`src/rtl/game_pkg.sv`:
```
// Shared definitions for the turn-based board game: FSM state codes, cell,
// winner and player encodings, and default board geometry.
package game_pkg;

   typedef enum logic [2:0] {
      ST_IDLE      = 3'd0,
      ST_WAIT      = 3'd1,
      ST_CHECK     = 3'd2,
      ST_SCAN_ROW  = 3'd3,
      ST_SCAN_COL  = 3'd4,
      ST_DECIDE    = 3'd5,
      ST_GAME_OVER = 3'd6
   } state_e;

   localparam logic [1:0] CELL_EMPTY = 2'b00;
   localparam logic [1:0] CELL_TRI   = 2'b01;
   localparam logic [1:0] CELL_CIR   = 2'b10;

   localparam logic [1:0] WIN_NONE = 2'b00;
   localparam logic [1:0] WIN_TRI  = 2'b01;
   localparam logic [1:0] WIN_CIR  = 2'b10;
   localparam logic [1:0] WIN_DRAW = 2'b11;

   localparam logic PLAYER_TRI = 1'b0;
   localparam logic PLAYER_CIR = 1'b1;

   localparam int DEFAULT_GRID    = 10;
   localparam int DEFAULT_WIN_LEN = 4;

   // A player's cell code doubles as its winner code.
   function automatic logic [1:0] player_code(input logic p);
      return (p == PLAYER_CIR) ? CELL_CIR : CELL_TRI;
   endfunction

endpackage

```
`src/rtl/run_length_counter.sv`:
```
// Counts consecutive matching samples; hit flags a run of at least WIN_LEN.
// clear discards the previous run, so clear+enable starts a fresh run with this sample.
module run_length_counter
   import game_pkg::*;
#(
   parameter int WIN_LEN = DEFAULT_WIN_LEN,
   parameter int RUN_W   = 5
) (
   input  logic             clk,
   input  logic             reset,
   input  logic             clear,
   input  logic             enable,
   input  logic             match,
   output logic [RUN_W-1:0] run,
   output logic             hit
);

   localparam logic [RUN_W-1:0] WIN_L = RUN_W'(WIN_LEN);

   logic [RUN_W-1:0] run_q, run_d, base;

   always_comb begin
      base  = clear ? '0 : run_q;
      run_d = base;
      if (enable) begin
         if (!match)
            run_d = '0;
         else if (base != '1)
            run_d = base + 1'b1;
      end
   end

   always_ff @(posedge clk or negedge reset) begin
      if (!reset)
         run_q <= '0;
      else
         run_q <= run_d;
   end

   assign run = run_q;
   assign hit = (run_q >= WIN_L);

endmodule

```
`src/rtl/turn_controller.sv`:
```
// Two-player game sequencer: validates moves, commits them, scans row/column for a win.
// Define TURN_TIMEOUT_EN to forfeit a turn after TIMEOUT_CYCLES idle WAIT cycles.
module turn_controller
   import game_pkg::*;
#(
   parameter int GRID           = DEFAULT_GRID,
   parameter int WIN_LEN        = DEFAULT_WIN_LEN,
   parameter int TIMEOUT_CYCLES = 1000
) (
   input  logic       clk,
   input  logic       reset,
   input  logic       start,
   input  logic       coord_valid,
   input  logic [3:0] x_in,
   input  logic [3:0] y_in,
   input  logic [3:0] rd_x,
   input  logic [3:0] rd_y,
   output logic [1:0] rd_cell,
   output logic [2:0] ctrl_state,
   output logic       active_player,
   output logic       move_accept,
   output logic       move_reject,
   output logic [6:0] tri_moves,
   output logic [6:0] cir_moves,
   output logic       game_over,
   output logic [1:0] winner,
   output logic       turn_timeout
);

   localparam logic [4:0] GRID_W   = 5'(GRID);
   localparam logic [3:0] LAST_IDX = 4'(GRID - 1);
   localparam logic [8:0] CELLS    = 9'(GRID * GRID);
   localparam logic [6:0] CNT_MAX  = (GRID * GRID > 127) ? 7'd127 : 7'(GRID * GRID);

   state_e     state_q, state_d;
   logic       player_q, player_d;
   logic [3:0] x_q, x_d, y_q, y_d, idx_q, idx_d;
   logic       win_q, win_d;
   logic [1:0] winner_q, winner_d;
   logic [6:0] tri_q, tri_d, cir_q, cir_d;
   logic       accept_q, accept_d, reject_q, reject_d;
   logic       wr_en, clr_board, run_clear, run_en, run_match, run_hit;
   logic       to_fire;
   logic       cell_free;
   logic [1:0] scan_cell;
   logic [8:0] total_moves;

   // Board addressed as {y,x}; cells beyond GRID are never written and stay empty.
   logic [1:0] board_q [256];

   always_ff @(posedge clk or negedge reset) begin
      if (!reset) begin
         for (int i = 0; i < 256; i++) board_q[i] <= CELL_EMPTY;
      end else if (clr_board) begin
         for (int i = 0; i < 256; i++) board_q[i] <= CELL_EMPTY;
      end else if (wr_en) begin
         board_q[{y_q, x_q}] <= player_code(player_q);
      end
   end

   assign rd_cell = ({1'b0, rd_x} < GRID_W && {1'b0, rd_y} < GRID_W) ?
                    board_q[{rd_y, rd_x}] : CELL_EMPTY;
   assign cell_free = ({1'b0, x_q} < GRID_W) && ({1'b0, y_q} < GRID_W) &&
                      (board_q[{y_q, x_q}] == CELL_EMPTY);
   assign scan_cell = (state_q == ST_SCAN_ROW) ? board_q[{y_q, idx_q}] : board_q[{idx_q, x_q}];
   assign run_match = (scan_cell == player_code(player_q));
   assign total_moves = {2'b00, tri_q} + {2'b00, cir_q};

   run_length_counter #(.WIN_LEN(WIN_LEN), .RUN_W(5)) u_run (
      .clk    (clk),
      .reset  (reset),
      .clear  (run_clear),
      .enable (run_en),
      .match  (run_match),
      .run    (),
      .hit    (run_hit)
   );

`ifdef TURN_TIMEOUT_EN
   localparam int TO_W = $clog2(TIMEOUT_CYCLES + 1);
   localparam logic [TO_W-1:0] TO_LAST = TO_W'(TIMEOUT_CYCLES - 1);
   logic [TO_W-1:0] to_cnt_q;

   assign to_fire = (state_q == ST_WAIT) && !coord_valid && (to_cnt_q == TO_LAST);

   always_ff @(posedge clk or negedge reset) begin
      if (!reset)
         to_cnt_q <= '0;
      else if (state_q != ST_WAIT || coord_valid || to_fire)
         to_cnt_q <= '0;
      else
         to_cnt_q <= to_cnt_q + 1'b1;
   end
   assign turn_timeout = to_fire;
`else
   assign to_fire      = 1'b0;
   assign turn_timeout = 1'b0;
`endif

   always_comb begin
      state_d   = state_q;
      player_d  = player_q;
      x_d       = x_q;
      y_d       = y_q;
      idx_d     = idx_q;
      win_d     = win_q;
      winner_d  = winner_q;
      tri_d     = tri_q;
      cir_d     = cir_q;
      accept_d  = 1'b0;
      reject_d  = 1'b0;
      wr_en     = 1'b0;
      clr_board = 1'b0;
      run_clear = 1'b0;
      run_en    = 1'b0;
      case (state_q)
         ST_IDLE, ST_GAME_OVER: begin
            if (start) begin
               clr_board = 1'b1;
               tri_d     = '0;
               cir_d     = '0;
               winner_d  = WIN_NONE;
               player_d  = PLAYER_TRI;
               state_d   = ST_WAIT;
            end
         end
         ST_WAIT: begin
            if (coord_valid) begin
               x_d     = x_in;
               y_d     = y_in;
               state_d = ST_CHECK;
            end else if (to_fire) begin
               player_d = ~player_q;
            end
         end
         ST_CHECK: begin
            if (cell_free) begin
               wr_en    = 1'b1;
               accept_d = 1'b1;
               win_d    = 1'b0;
               idx_d    = '0;
               state_d  = ST_SCAN_ROW;
               if (player_q == PLAYER_CIR)
                  cir_d = (cir_q == CNT_MAX) ? cir_q : cir_q + 1'b1;
               else
                  tri_d = (tri_q == CNT_MAX) ? tri_q : tri_q + 1'b1;
            end else begin
               reject_d = 1'b1;
               state_d  = ST_WAIT;
            end
         end
         // The counter's output lags one sample, so index 0 still shows the previous run.
         ST_SCAN_ROW: begin
            run_en    = 1'b1;
            run_clear = (idx_q == 4'd0);
            if (idx_q != 4'd0 && run_hit) win_d = 1'b1;
            if (idx_q == LAST_IDX) begin
               idx_d   = '0;
               state_d = ST_SCAN_COL;
            end else begin
               idx_d = idx_q + 1'b1;
            end
         end
         ST_SCAN_COL: begin
            run_en    = 1'b1;
            run_clear = (idx_q == 4'd0);
            if (run_hit) win_d = 1'b1;
            if (idx_q == LAST_IDX) begin
               idx_d   = '0;
               state_d = ST_DECIDE;
            end else begin
               idx_d = idx_q + 1'b1;
            end
         end
         ST_DECIDE: begin
            if (win_q || run_hit) begin
               winner_d = player_code(player_q);
               state_d  = ST_GAME_OVER;
            end else if (total_moves == CELLS) begin
               winner_d = WIN_DRAW;
               state_d  = ST_GAME_OVER;
            end else begin
               player_d = ~player_q;
               state_d  = ST_WAIT;
            end
         end
         default: state_d = ST_IDLE;
      endcase
   end

   always_ff @(posedge clk or negedge reset) begin
      if (!reset) begin
         state_q  <= ST_IDLE;
         player_q <= PLAYER_TRI;
         x_q      <= '0;
         y_q      <= '0;
         idx_q    <= '0;
         win_q    <= 1'b0;
         winner_q <= WIN_NONE;
         tri_q    <= '0;
         cir_q    <= '0;
         accept_q <= 1'b0;
         reject_q <= 1'b0;
      end else begin
         state_q  <= state_d;
         player_q <= player_d;
         x_q      <= x_d;
         y_q      <= y_d;
         idx_q    <= idx_d;
         win_q    <= win_d;
         winner_q <= winner_d;
         tri_q    <= tri_d;
         cir_q    <= cir_d;
         accept_q <= accept_d;
         reject_q <= reject_d;
      end
   end

   assign ctrl_state    = state_q;
   assign active_player = player_q;
   assign move_accept   = accept_q;
   assign move_reject   = reject_q;
   assign tri_moves     = tri_q;
   assign cir_moves     = cir_q;
   assign game_over     = (state_q == ST_GAME_OVER);
   assign winner        = winner_q;

endmodule

```
`config.mk`:
```
export PLATFORM = sky130hd
export DESIGN_NAME = turn_controller
export DESIGN_NICKNAME = d
export VERILOG_FILES = /design/src/rtl/game_pkg.sv /design/src/rtl/run_length_counter.sv /design/src/rtl/turn_controller.sv
export SDC_FILE = /design/constraint.sdc
export NUM_CORES = 1
export LEC_CHECK = 0
export BUFFER_PORTS_ARGS = -buffer_cell sky130_fd_sc_hd__buf_2
export CORE_MARGIN = 2
export CORE_UTILIZATION = 35
export CTS_BUF_LIST = sky130_fd_sc_hd__clkbuf_4 sky130_fd_sc_hd__clkbuf_8
export DETAILED_ROUTE_END_ITERATION = 12
export SKIP_LAST_GASP = 1
export SYNTH_ARGS = -nofsm -noshare
export SYNTH_HDL_FRONTEND = slang
export SYNTH_SLANG_ARGS = --single-unit
```
`constraint.sdc`:
```
create_clock -name clk -period 4.7 [get_ports clk]
set_input_delay 0.94 -clock clk [delete_from_list [all_inputs] [get_ports clk]]
set_output_delay 0.94 -clock clk [all_outputs]
set_load 0.05 [all_outputs]
```
==> results.md, run 1 <==
- Status: finished clean
- Worst flop-to-flop path startpoint: x_q[3]
- Most common cell after layout, fill and taps aside: dfrtp_1
- Ys flop type: dfrtp_1
- Largest net degree at the start of global routing: 271
- Final worst path period need: 4.56 ns
- CTS H-Tree Depth: 3
- Hold Fails Final Rpt: 0
- WS Path Type: in -> out
- Number of port buffers: 44
- Core ar.: 88100 µm²
- Power, Total: 16.6 mW
- Delay-heaviest family, CP: multiplexers
- Final setup viols: 0
- CP Max Fanout: 16
- Slew headroom: 7.27%
- Most frequent cells in the layout: dfrtp_1, mux4_2, and2_1
- PD cells: 471 nW/µm²
- I/O pin cnt: 46
- Layout cells sized above 1: 28.6%
- Number of global-route vias before repair: 23400
- HP Class: in -> async
- Post-CTS setup repair buffer count: 0
- Critical Path Source Type: input pin
- Unrepaired setup endpoints after global routing: false
- Remaining Overflow, GRT: 0
- Syn_nets: 2586
- Fmax: 219 MHz
- Max_cap viols: 0
- Row count: 109
- Reg clk slew, reported paths: 0.07 ns
- CP max stage cell: mux4_2
- Synth Warn #: 0
- Critical R2R Capture: board_q[315]
- Worst-Skew Late Latency: 0.72 ns
- Synth Instances: 2550
- Die Footprint: 91000 µm²
- Critical path's largest stage delay: 0.52 ns
- DRC: 0
- Post-synth top area cell: dfrtp_1
- Avg Cell Area, Syn: 12.2 µm²
- Final slew viol count: 0
- GRT Total Usage: 22.5%
- Final nets: 2637
- CTS tree: yes
- CTS Buf Count: 95
- Leak: 15.0 nW
- Worst-path cell chain: buf_6, buf_8, buf_4, mux4_2, mux4_2, mux2i_2, buf_4, nor3_1, nand2_1, o21ai_0, and2_1, buf_2
- Clock skew: 0.0574 ns
- Clock Tree Buf Depth: 3
- Initial Util: 35.2%
- Flops & latches, synth: 552
- Vias/cell: 6.02
- DPL Wire Length: 67.8 mm
- Antenna Nets Post-Route: 0
- DP Cell Count: 3669
- Layout Cells excl Fill: 3844
- CP Capture Type: output pin
- RD Place Congestion: 0.955
- Post-synth top area share: 44.5%
- Number of DRC markers in iteration 0: 2735
- CTS sink count: 552
- DR pass1 iterations: 6
- Hold-fix buffers, CTS: 0
- Synthesized area: 31000 µm²
- Routed vias: 23100
- Synth top area cells: dfrtp_1, mux4_2, and2_1
- WL per Instance: 26.2 µm
- Initial antenna violation count: 2
- Critical Path RT: 3.76 ns
- Die X: 302 µm
- Netlist cell types: 71
- Worst R2R Setup Slack: 0.18 ns
- Root buffer cell: clkbuf_8
- Number of synthesized flops with an enable pin: 0
- First-pass GRT wire length: 155 mm
- Register area share after synthesis: 44.5%
- Post-Route WL: 101 mm
- Worst Max-Slew Pin Slew: 1.39 ns
- WP data arrival: 3.62 ns
- Area Overhead vs Synth: 13.9%
- FF-to-FF path depth: 12
- Maximum vdd drop: 340 µV
- Die Y-Extent: 302 µm
- WP buf/inv: 5
- Setup TNS: 0 ns
- Period utilization: 96.9%
- Post-synth ARST share: 100%
routing by layer:
layer | wire [µm] | global-route usage [%] | part of all wire, % | vias up
met5 | 13 | 0 | 0.013 | -
met4 | 5170 | 10.8 | 5.1 | 2
met3 | 10100 | 5.32 | 10 | 314
met2 | 45600 | 33.9 | 45 | 1285
met1 | 40000 | 30.6 | 40 | 11900
li1 | - | - | - | 9596
kinds of logic (layout without fill, tap and decap cells):
logic type	count (synthesis)	in the layout	share of synthesized area, %
AND/OR/NAND/NOR	861	861	14.4
multiplexers	448	448	28.5
other	1	2	0.0121
flip-flops	552	552	44.5
adder cells (fa/ha/maj)	16	16	0.670
buffers and inverters	249	377	3.50
AO/OA/AOI/OAI	412	412	8.04
XOR/XNOR	11	11	0.311
worst max-delay path by stage:
stage / start / to / slack, ns / depth (start not counted)
after floorplan: rd_x[0] / rd_cell[0] / 0.004 / 10
after global placement: rd_x[0] / rd_cell[1] / -0.02 / 12
after detailed placement: rd_x[0] / rd_cell[1] / -0.03 / 12
after CTS: rd_x[0] / rd_cell[1] / 0.05 / 12
after global routing: rd_x[0] / rd_cell[1] / 0.02 / 12
final: rd_x[0] / rd_cell[1] / 0.14 / 12
worst reg2reg max path: stages, from the launching register on:
cell      delay [ns]
dfrtp_2         0.96
buf_4           0.39
mux4_2          0.32
mux2i_1         0.63
nor2_1          0.08
nor4_1          0.25
a211oi_1        0.09
o21ai_1         0.23
and4_1          0.53
buf_4           0.24
nand4b_1        0.13
buf_4           0.31
o21ai_0         0.22
registers in the layout, indices dropped and copies added, names as in the netlist:
signal / count
active_player: 1
board_q: 512
cir_moves: 7
ctrl_state: 3
idx_q: 4
move_accept: 1
move_reject: 1
tri_moves: 7
u_run.run: 5
win_q: 1
winner: 2
x_q: 4
y_q: 4
cell usage after synthesis (22+ instances only):
cell type,number
nor2_1,65
buf_2,36
and2_1,320
mux2_2,41
nand3_1,39
a21oi_1,22
clkbuf_1,156
o22ai_1,22
nor3_1,27
buf_1,24
nand2_1,305
mux2i_1,61
o21ai_0,218
a22oi_1,26
dfrtp_1,552
mux4_2,345
area by class of cell:
cell class | count | area [µm²]
sequential | 552 | 13800
inverter | 19 | 71.3
multi-input combinational | 1749 | 16100
clock buffer | 146 | 1900
tap | 1165 | 1460
clock inverter | 28 | 332
timing repair buffer | 184 | 1590
antenna | 1 | 2.50
fill | 8269 | 52800
stage by stage:
stage	setup slack [ns]	instance area [µm²]	util [%]	hold WS (ns)
floorplan	0.00372	31000	-	0.465
global placement	-0.0173	33100	37.5	0.481
detailed placement	-0.0337	33100	37.5	0.489
CTS	0.0541	35300	40.1	0.304
global route	0.0204	35300	40.1	0.333
finish	0.144	35300	40.1	0.286
report_power, final:
part           switching (mW)  leakage (nW)  internal [mW]
registers               0.672          7.67           4.92
clock network            2.10          1.17           2.97
logic                    3.80          6.15           2.16
total                    6.57          15.0           10.0
timing repair:
item,in CTS,in global routing
resized for setup,1,2
endpoints found under the setup margin,1,1
gates cloned,0,0
Note: power is estimated with default switching activity, not from simulation.
==> run 2: changes to the inputs <==
--- a/config.mk
+++ b/config.mk
@@ -6,6 +6,7 @@
 export NUM_CORES = 1
 export LEC_CHECK = 0
 export BUFFER_PORTS_ARGS = -buffer_cell sky130_fd_sc_hd__buf_2
+export CORE_ASPECT_RATIO = 0.8
 export CORE_MARGIN = 2
 export CORE_UTILIZATION = 35
 export CTS_BUF_LIST = sky130_fd_sc_hd__clkbuf_4 sky130_fd_sc_hd__clkbuf_8
@@ -13,4 +14,5 @@
 export SKIP_LAST_GASP = 1
 export SYNTH_ARGS = -nofsm -noshare
 export SYNTH_HDL_FRONTEND = slang
+export SYNTH_HIERARCHICAL = 1
 export SYNTH_SLANG_ARGS = --single-unit
==> run 2 against run 1 <==
Net effect: final cell count shrank 5.2%; clock skew shrank 0.0076 ns; routed wire length shrank 4.9%; worst setup slack lost 0.099 ns; core utilization shrank 0.28 points.
==> results.md, run 2 <==
- CTS Buf Count: 92
- Antenna Nets Post-Route: 0
- Placed cell area: 32800 µm²
- P_int: 11.5 mW
- Syn_nets: 2443
- Leak: 14.8 nW
- WL per Instance: 26.3 µm
- Fmax: 215 MHz
- Layout cells sized above 1: 29.1%
- Initial Util: 35.3%
- Number of global-route vias before repair: 23000
- Number of port buffers: 44
- Layout Cell Area excl Fill: 34800 µm²
- Number of DRC markers in iteration 0: 3023
- Critical Path RT: 3.76 ns
- HP Class: in -> async
- Critical path's largest stage delay: 0.54 ns
- Register area: 13800 µm²
- I/O pin cnt: 46
- Post-Route WL: 95.8 mm
- Clock power frac: 23.9%
- Flops & latches, synth: 552
- FF-to-FF path depth: 10
- Post-synth ARST share: 100%
- Top post-synthesis cells by count: dfrtp_1, mux4_2, and2_1
- Synth Instances: 2407
- WP data arrival: 3.72 ns
- Most common cell after layout, fill and taps aside: dfrtp_1
- Register area share after synthesis: 44.8%
- Netlist cell types: 75
- Combinational Power Share: 42.4%
- Cell with the most instances after synthesis: dfrtp_1
- Most frequent cells in the layout: dfrtp_1, mux4_2, and2_1
- Root buffer cell: clkbuf_8
- DR pass1 iterations: 6
- Synth top area cells: dfrtp_1, mux4_2, and2_1
- Status: finished clean
- CP Capture Type: output pin
- Crit path depth: 9
- WP buf/inv: 3
- Clock skew: 0.0497 ns
- CP Max Fanout: 7
- PD cells: 556 nW/µm²
- Worst-path cell chain: buf_6, buf_4, mux4_2, mux4_2, mux4_2, mux2i_2, o21ai_0, and2_1, buf_2
- CP max stage cell: mux4_2
- Unrepaired setup endpoints after global routing: true
- Switching power as a share of total power: 40.8%
- Worst Max-Slew Pin Slew: 1.48 ns
- NetSw: 7.89 mW
- CTS H-Tree Depth: 3
- Row count: 97
- Synthesized area: 30800 µm²
- WS Path Type: in -> out
- Remaining Overflow, GRT: 0
- CTS sink count: 552
- Antenna fix cells: 0
- Number of synthesized flops with an enable pin: 0
- Post-synth top area cell: dfrtp_1
- Final worst path period need: 4.66 ns
- GRT Total Usage: 21.5%
- Ys flop type: dfrtp_1
- Utilization after layout: 39.8%
- Die X: 336 µm
- Seq pwr share: 33.7%
- Worst-Skew Late Latency: 0.73 ns
- Die Footprint: 90400 µm²
- Largest net degree at the start of global routing: 312
- CTS tree: yes
- Final setup viols: 0
- Critical Path Source Type: input pin
- Avg Cell Area, Syn: 12.8 µm²
- DRC: 0
- Crit-path most repeated cell: mux4_2
- DPL Wire Length: 64.3 mm
- RD Place Congestion: 0.957
- Die Y-Extent: 269 µm
- Max_cap viols: 0
- Core ar.: 87400 µm²
- Delay-heaviest family, CP: multiplexers
- Area Overhead vs Synth: 12.9%
- Routed vias: 22500
- Clock Tree Buf Depth: 3
- Largest reg by FF count: board_q
- Max FFs per register: 512
- Vias/cell: 6.17
- Post-synth top area share: 44.8%
- Reg clk slew, reported paths: 0.06 ns
- Final nets: 2479
- Hold Fails Final Rpt: 0
- Power, Total: 19.4 mW
- Slew headroom: 1.61%
- First-pass GRT wire length: 148 mm
- Synth Warn #: 6
- Hold-fix buffers, CTS: 0
- Initial antenna violation count: 1
- Multi-input logic area: 16100 µm²
- FILL cells: 8141
- Final slew viol count: 0
- Maximum vdd drop: 322 µV
- Period utilization: 99.1%
## run 2: cell types whose count changed after synthesis, moves of 26 or more
cell | before | now
mux4_2 | 345 | 383
o21ai_0 | 218 | 120
a22o_1 | 10 | 36
nand2_1 | 305 | 262
mux2_2 | 41 | 6
a22oi_1 | 26 | 58
mux2i_1 | 61 | 28
## run 2: metrics by stage
stage	std cells	TNS, ns	setup WS (ns)	hold WS (ns)
after floorplan	2407	0	0.0246	0.465
after global placement	3485	0	0.0203	0.479
after detailed placement	3485	-0.00148	-0.00148	0.488
after CTS	3643	0	0.0548	0.0655
after global routing	3645	-0.0896	-0.0461	0.0959
final	3645	0	0.0445	0.105
## run 2: layer usage
| layer | share of wire, % | wire [µm] | GRT usage (%) |
|---|---|---|---|
| met5 | 0.018 | 17 | 0 |
| met4 | 3.6 | 3460 | 7.73 |
| met1 | 42 | 39800 | 31.3 |
| met2 | 43 | 41200 | 29.9 |
| met3 | 12 | 11400 | 6.82 |
## run 2: logic make-up after synthesis
| kind of cell | Yosys count | share of synthesized area [%] |
|---|---|---|
| compound gates | 396 | 8.52 |
| fa+ha+maj | 16 | 0.674 |
| flops | 552 | 44.8 |
| xor+xnor | 4 | 0.114 |
| other cells | 1 | 0.0122 |
| mux | 417 | 29.1 |
| simple gates | 793 | 13.6 |
| buf+inv | 228 | 3.15 |
## run 2: repair_timing
item,4_1_cts,5_1_grt
setup buffers,0,2
pin swaps,0,0
setup endpoints to repair,1,100
endpoints found under the hold margin,0,0
resized for setup,1,3
## run 2: worst register-to-register path, stage by stage, from the launching register on
cell and delay, ns:
dfrtp_4 0.69, buf_12 0.31, mux4_2 0.58, nand2_1 0.11, a41oi_1 0.19, nor4_1 0.47
buf_4 0.22, a41oi_1 0.31, or4_4 0.69, nor3_2 0.76, a22o_1 0.25
## run 2: cell type report
type | count | area share, %
Multi-Input combinational cell | 1627 | 46.1
Sequential cell | 552 | 39.8
Clock buffer | 141 | 5.09
Timing Repair Buffer | 151 | 4.14
Tap cell | 1138 | 4.09
Clock inverter | 17 | 0.572
Inverter | 19 | 0.205
## run 2: path summary, 6_finish.rpt
check                              from           end  slack, ns
max                             rd_x[0]    rd_cell[1]       0.04
min                               reset   board_q[43]       0.11
max reg2reg                      x_q[0]  board_q[366]       0.09
min reg2reg                board_q[119]  board_q[119]       0.50
max in group asynchronous         reset      idx_q[1]       3.46
min in group clk                x_in[3]        x_q[3]       0.48
## run 2: power groups by stage
stage	registers, mW	clock network, mW	logic (mW)
CTS	6.53	4.71	8.00
detailed placement	6.60	0	7.98
floorplan	6.16	0	5.41
global placement	6.56	0	7.88
global route	6.62	4.94	8.67
finish	6.53	4.62	8.21
